File: src/rtl/i2c_seq_pkg.sv
// Shared definitions for the I2C init sequencer: state encoding,
// configuration-entry layout and the byte-width clamp helper.
package i2c_seq_pkg;

  localparam int ENTRY_W = 48;

  // Bit positions of the fields inside one 48-bit table entry
  localparam int REG_MSB   = 47;
  localparam int REG_LSB   = 40;
  localparam int WIDTH_MSB = 35;
  localparam int WIDTH_LSB = 32;
  localparam int DATA_MSB  = 31;
  localparam int DATA_LSB  = 0;

  typedef enum logic [3:0] {
    IDLE,
    FLUSH,
    LOAD,
    START,
    WAIT,
    FAIL,
    GAP,
    DONE,
    ERROR
  } seq_state_t;

  // The engine takes at most four data bytes, so larger widths saturate at 4
  function automatic logic [2:0] clamp_width(input logic [3:0] n);
    return (n > 4'd4) ? 3'd4 : n[2:0];
  endfunction

endpackage

File: src/rtl/i2c_init_rom.sv
// Sensor configuration table: one combinational lookup per entry index.
// A byte width of zero terminates the table.
module i2c_init_rom
  import i2c_seq_pkg::*;
(
  input  logic [3:0]         index,
  output logic [ENTRY_W-1:0] entry
);

  // Table contents: {reg address, 4'h0, byte width, data}
  always_comb begin
    entry = '0;
    case (index)
      4'd0:    entry = {8'h10, 4'h0, 4'd1, 32'h0000_00A5};
      4'd1:    entry = {8'h20, 4'h0, 4'd2, 32'h0000_BEEF};
      4'd2:    entry = {8'h30, 4'h0, 4'd4, 32'h1234_5678};
      default: entry = '0;
    endcase
  end

endmodule

File: src/rtl/i2c_init_sequencer.sv
// Walks the configuration table through the I2C register-write engine:
// flush and fill the engine FIFO, pulse start, wait for done/failure,
// retry failures, space entries apart and report done/error status.
// A watchdog covers the engine silently abandoning a transfer.
module i2c_init_sequencer
  import i2c_seq_pkg::*;
#(
  parameter logic [6:0] DEV_ADDRESS     = 7'h29,
  parameter int         NUM_ENTRIES     = 8,
  parameter int         MAX_RETRIES     = 3,
  parameter int         GAP_CYCLES      = 1000,
  parameter int         WATCHDOG_CYCLES = 100000
) (
  input  logic       clk,
  input  logic       reset,
  input  logic       init_start,
  output logic       init_busy,
  output logic       init_done,
  output logic       init_error,
  output logic [3:0] failed_index,
  output logic [6:0] wr_dev_address,
  output logic [7:0] wr_reg_address,
  output logic [3:0] wr_byte_width,
  output logic       wr_start,
  output logic [7:0] wr_data,
  output logic       wr_fifo_wr_en,
  output logic       wr_fifo_reset,
  input  logic       wr_fifo_full,
  input  logic       wr_done,
  input  logic       wr_failure
);

  localparam int GAP_W = (GAP_CYCLES > 1) ? $clog2(GAP_CYCLES) : 1;
  localparam int WD_W  = (WATCHDOG_CYCLES > 1) ? $clog2(WATCHDOG_CYCLES) : 1;

  localparam logic [GAP_W-1:0] GAP_LAST      = GAP_W'(GAP_CYCLES - 1);
  localparam logic [WD_W-1:0]  WD_LAST       = WD_W'(WATCHDOG_CYCLES - 1);
  localparam logic [1:0]       RETRY_LIMIT   = 2'(MAX_RETRIES);
  localparam logic [4:0]       ENTRY_COUNT   = 5'(NUM_ENTRIES);

  seq_state_t         state_q, state_d;
  logic [3:0]         index_q, index_d;
  logic [1:0]         retry_q, retry_d;
  logic [2:0]         byte_cnt_q, byte_cnt_d;
  logic [GAP_W-1:0]   gap_cnt_q, gap_cnt_d;
  logic [WD_W-1:0]    wdog_q, wdog_d;
  logic               done_q, done_d;
  logic               error_q, error_d;
  logic [3:0]         failed_q, failed_d;

  logic [ENTRY_W-1:0] cur_entry;
  logic [ENTRY_W-1:0] next_entry;
  logic [3:0]         next_index;
  logic [4:0]         index_plus1;
  logic [2:0]         cur_n;
  logic [2:0]         next_n;
  logic [31:0]        cur_data;
  logic [7:0]         load_byte;
  logic               active;
  logic               unused_entry_bits;

  assign next_index  = index_q + 4'd1;
  assign index_plus1 = {1'b0, index_q} + 5'd1;

  i2c_init_rom u_rom_cur (
    .index (index_q),
    .entry (cur_entry)
  );

  i2c_init_rom u_rom_next (
    .index (next_index),
    .entry (next_entry)
  );

  assign cur_n    = clamp_width(cur_entry[WIDTH_MSB:WIDTH_LSB]);
  assign next_n   = clamp_width(next_entry[WIDTH_MSB:WIDTH_LSB]);
  assign cur_data = cur_entry[DATA_MSB:DATA_LSB];

  assign unused_entry_bits = ^{cur_entry[39:36], next_entry[47:36], next_entry[31:0]};

  // Pick the byte to load: the counter counts down from n, so the
  // most-significant byte of the active data goes out first
  always_comb begin
    load_byte = cur_data[7:0];
    case (byte_cnt_q)
      3'd4:    load_byte = cur_data[31:24];
      3'd3:    load_byte = cur_data[23:16];
      3'd2:    load_byte = cur_data[15:8];
      default: load_byte = cur_data[7:0];
    endcase
  end

  // Next-state, counter updates and engine-facing outputs
  always_comb begin
    state_d       = state_q;
    index_d       = index_q;
    retry_d       = retry_q;
    byte_cnt_d    = byte_cnt_q;
    gap_cnt_d     = gap_cnt_q;
    wdog_d        = wdog_q;
    done_d        = done_q;
    error_d       = error_q;
    failed_d      = failed_q;
    wr_fifo_reset = 1'b0;
    wr_fifo_wr_en = 1'b0;
    wr_start      = 1'b0;
    wr_data       = 8'h00;

    case (state_q)
      IDLE, DONE, ERROR: begin
        if (init_start) begin
          state_d    = FLUSH;
          index_d    = 4'd0;
          retry_d    = 2'd0;
          byte_cnt_d = 3'd0;
          gap_cnt_d  = '0;
          wdog_d     = '0;
          done_d     = 1'b0;
          error_d    = 1'b0;
          failed_d   = 4'd0;
        end
      end
      FLUSH: begin
        wr_fifo_reset = 1'b1;
        byte_cnt_d    = cur_n;
        if (cur_n == 3'd0) begin
          state_d = DONE;
          done_d  = 1'b1;
        end else begin
          state_d = LOAD;
        end
      end
      LOAD: begin
        if (byte_cnt_q == 3'd0) begin
          state_d = START;
        end else if (!wr_fifo_full) begin
          wr_fifo_wr_en = 1'b1;
          wr_data       = load_byte;
          byte_cnt_d    = byte_cnt_q - 3'd1;
          if (byte_cnt_q == 3'd1) begin
            state_d = START;
          end
        end
      end
      START: begin
        wr_start = 1'b1;
        wdog_d   = '0;
        state_d  = WAIT;
      end
      WAIT: begin
        if (wr_failure) begin
          state_d = FAIL;
        end else if (wr_done) begin
          state_d   = GAP;
          gap_cnt_d = '0;
        end else if (wdog_q == WD_LAST) begin
          state_d = FAIL;
        end else begin
          wdog_d = wdog_q + WD_W'(1);
        end
      end
      FAIL: begin
        if (retry_q < RETRY_LIMIT) begin
          retry_d = retry_q + 2'd1;
          state_d = FLUSH;
        end else begin
          error_d  = 1'b1;
          failed_d = index_q;
          state_d  = ERROR;
        end
      end
      GAP: begin
        if (gap_cnt_q == GAP_LAST) begin
          gap_cnt_d = '0;
          retry_d   = 2'd0;
          if (index_plus1 == ENTRY_COUNT) begin
            state_d = DONE;
            done_d  = 1'b1;
          end else begin
            index_d = next_index;
            if (next_n == 3'd0) begin
              state_d = DONE;
              done_d  = 1'b1;
            end else begin
              state_d = FLUSH;
            end
          end
        end else begin
          gap_cnt_d = gap_cnt_q + GAP_W'(1);
        end
      end
      default: state_d = IDLE;
    endcase
  end

  assign active         = (state_q != IDLE) && (state_q != DONE) && (state_q != ERROR);
  assign init_busy      = active;
  assign init_done      = done_q;
  assign init_error     = error_q;
  assign failed_index   = failed_q;
  assign wr_dev_address = DEV_ADDRESS;
  assign wr_reg_address = active ? cur_entry[REG_MSB:REG_LSB] : 8'h00;
  assign wr_byte_width  = active ? {1'b0, cur_n} : 4'd0;

  // State, counters and status levels; reset abandons any sequence in flight
  always_ff @(posedge clk) begin
    if (reset) begin
      state_q    <= IDLE;
      index_q    <= 4'd0;
      retry_q    <= 2'd0;
      byte_cnt_q <= 3'd0;
      gap_cnt_q  <= '0;
      wdog_q     <= '0;
      done_q     <= 1'b0;
      error_q    <= 1'b0;
      failed_q   <= 4'd0;
    end else begin
      state_q    <= state_d;
      index_q    <= index_d;
      retry_q    <= retry_d;
      byte_cnt_q <= byte_cnt_d;
      gap_cnt_q  <= gap_cnt_d;
      wdog_q     <= wdog_d;
      done_q     <= done_d;
      error_q    <= error_d;
      failed_q   <= failed_d;
    end
  end

endmodule

File: config.mk
export PLATFORM = sky130hd
export DESIGN_NAME = i2c_init_sequencer
export DESIGN_NICKNAME = d
export VERILOG_FILES = /design/src/rtl/i2c_seq_pkg.sv /design/src/rtl/i2c_init_rom.sv /design/src/rtl/i2c_init_sequencer.sv
export SDC_FILE = /design/constraint.sdc
export NUM_CORES = 1
export LEC_CHECK = 0
export BUFFER_PORTS_ARGS = -buffer_cell sky130_fd_sc_hd__buf_2
export CAP_MARGIN = 10
export CORE_AREA = 2 2 83 85
export CTS_CLUSTER_DIAMETER = 100
export CTS_CLUSTER_SIZE = 14
export DETAILED_ROUTE_END_ITERATION = 8
export DIE_AREA = 0 0 85 87
export GPL_TIMING_DRIVEN = 0
export PLACE_DENSITY = 0.7
export SYNTH_ARGS = -nofsm -noshare
export SYNTH_HDL_FRONTEND = slang
export SYNTH_SLANG_ARGS = --single-unit
export TNS_END_PERCENT = 5
File: constraint.sdc
create_clock -name clk -period 2.1 [get_ports clk]
set_input_delay 0.105 -clock clk [delete_from_list [all_inputs] [get_ports clk]]
set_output_delay 0.105 -clock clk [all_outputs]
set_load 0.005 [all_outputs]
==> summary.txt <==
status: complete, but fails checks
violated checks: setup timing
most frequent cells in the layout: dfxtp_1, nor2_1, a21oi_1
sequential area share after synthesis: 30.05%
# hold bufs at CTS: 0
count of unique library cells instantiated by Yosys: 64
Util after Layout: 55.14%
largest net degree at the start of global routing: 14
Fmax achieved: 0.4543 GHz
final net count: 453
Worst setup EP type: output pin
Initial Util: 46.65%
P per Cell Area: 814.8 nW/um2
Max clock buf depth: 2
flop-to-flop setup slack: -0.07 ns
antenna violations before repair: 0
GRT overflow: 0
row cnt: 30
Routed Antenna Nets: 0
#FFs+latches synth: 46
CP required: 2.00 ns
Max Cap Viol: 0
Arr. time, crit path: 2.10 ns
global placement routability congestion: 0.9263
worst-path fanout max: 10
Syn Inst Count: 384
final worst slack: -0.1013 ns
dpl hpwl: 5253 um
I/O Pins: 43
Core Region: 6569 um2
die area: 7395 um2
slew at the pin closest to its max-slew limit: 0.7706 ns
Pins Over Slew Limit: 0
DR iter-0 viols: 171
via count: 2931
fin area: 3622 um2
global-route wire length before repair: 12030 um
die span in x: 85 um
RSZ-0062 raised after global routing: true
Fin. Hold Viols: 0
worst slack at placement: -0.2568 ns
DRC: 0
Yosys warnings: 0
final setup fails: 11
FF/Latch Area: 933.4 um2
fillcell total: 629
Vias/cell: 5.702
# diodes: 0
CTS Buf Count: 5
Worst-Skew Late Latency: 0.30 ns
wire per inst: 14.26 um
Die Height: 87 um
vias in the first global route: 2604
Period Utilization, post-route: 104.8%
number of synthesized flops with an enable pin: 0
Hold Crit Class: in2reg
clk_skew: 0.003116 ns
Worst-path clk slew: 0.08 ns
aggregate global-route resource usage: 19.69%
H-tree depth: 2
most common cell after layout, fill and taps aside: dfxtp_1
TritonCTS clock tree: done
startpoint types: flop
total clock sinks: 46
IO buf count: 28
share of layout cells above drive strength 1: 24.19%
Crit Path Category: reg2out
Root Buffer Master: clkbuf_8
asr flop ratio synth: 0%
ys flop type: dfxtp_1
Post-DP Area: 3349 um2
area occupied by multi-input gates: 2049 um2
leakage: 1.372 nW
IR drop worst, VDD: 0.4105 mV
DR pass1 iterations: 4
WL final: 7332 um
slew margin rel.: 48.20%
area of the mapped netlist: 3064 um2
Area growth, synth to finish: 18.21%
clock period minus worst slack: 2.201 ns
Avg Cell Area, Syn: 7.980 um2
PnR Total Power: 2.951 mW
critical path: stages (launching register included):
cell and delay, ns:
dfxtp_2 0.35, buf_8 0.14, or4b_4 0.55, or3_4 0.37, a311oi_2 0.24, buf_2 0.15
sequential cells by signal (all words and copies together), names as in the netlist:
signal	cells
init_error	1
byte_cnt_q	3
init_done	1
retry_q	2
state_q	4
gap_cnt_q	10
wdog_q	17
index_q	4
failed_index	4
report_power, final:
part           total (mW)  internal (mW)  switching, mW  leakage, nW
Clock               0.563          0.266          0.297       0.0482
Combinational        1.39          0.559          0.836        0.948
Sequential          0.993          0.933         0.0605        0.377
synth_stat cells, drive strengths merged, types with 2 or more instances:
master   n  area (um2)
dfxtp   46       920.9
nor2    33       123.9
a21oi   32       160.2
nand2   25       93.84
o21ai   22       117.6
inv     20       75.07
or3     19       118.9
buf     18       140.1
nand2b  15       101.3
ha      14       175.2
clkbuf  11       41.29
nor3    11       55.05
nor4    10       77.57
nand4    9       56.30
nand3    7       35.03
a22oi    6       45.04
and2     6       37.54
or4      6       45.04
mux2i    5       50.05
a211oi   4       30.03
and3     4       25.02
o32ai    4       35.03
xor2     4       35.03
o211ai   3       22.52
o22ai    3       18.77
o31ai    3       22.52
xnor2    3       26.28
a31o     2       17.52
a31oi    2       12.51
and4b    2       20.02
and4bb   2       25.02
conb     2       7.510
nand4b   2       17.52
nor2b    2       12.51
nor3b    2       15.01
nor4b    2       17.52
o21a     2       22.52
o21bai   2       15.01
o311ai   2       17.52
o41ai    2       25.03
or4b     2       23.77
through the flow:
step	TNS [ns]	hold WS [ns]	instances
4_1_cts	-0.5293	0.08600	512
2_1_floorplan	0	0.2162	396
6_report	-0.3796	0.09851	514
3_3_place_gp	-2.833	0.4021	504
3_5_place_dp	-4.131	0.3997	504
5_1_grt	-1.813	0.1009	514
timing repair:
item,in CTS,in global routing
gates resized for setup,25,26
setup buffers,1,4
endpoints found under the setup margin,45,43
pin swaps,9,7
cell type report:
class,instances,share of cell area (%)
Clock buffer,7,2.383
Multi-Input combinational cell,301,56.58
Clock inverter,1,0.1382
Sequential cell,46,25.77
Inverter,20,2.073
Timing Repair Buffer,33,4.905
Buffer,26,5.389
Tap cell,80,2.763
metal layers:
layer  routed length [um]  global-route usage [%]
met1                 3496                   26.74
met2                 3410                   32.81
met3                  336                   2.464
met4                   89                   5.772
met5                    0                       0
path summary, 6_finish.rpt:
check | startpoint | end | cells after the start
worst max-delay path | state_q[3] | wr_data[5] | 5
worst min-delay path | init_start | init_done | 2
worst max register to register | state_q[2] | gap_cnt_q[7] | 5
worst min register to register | init_done | init_done | 2
cells by family (layout without fill, tap and decap cells):
group                    Yosys count  in the layout  share of synthesized area [%]
AO/OA/AOI/OAI                     96             96                          20.91
XOR/XNOR                           7              7                          2.001
adder cells (fa/ha/maj)           14             14                          5.717
buffers and inverters             49             87                          8.371
flip-flops                        46             46                          30.05
multiplexers                       5              5                          1.633
other                              2             14                         0.2451
AND/OR/NAND/NOR                  165            165                          31.07
No activity file was read; power rests on OpenSTA's default activity.
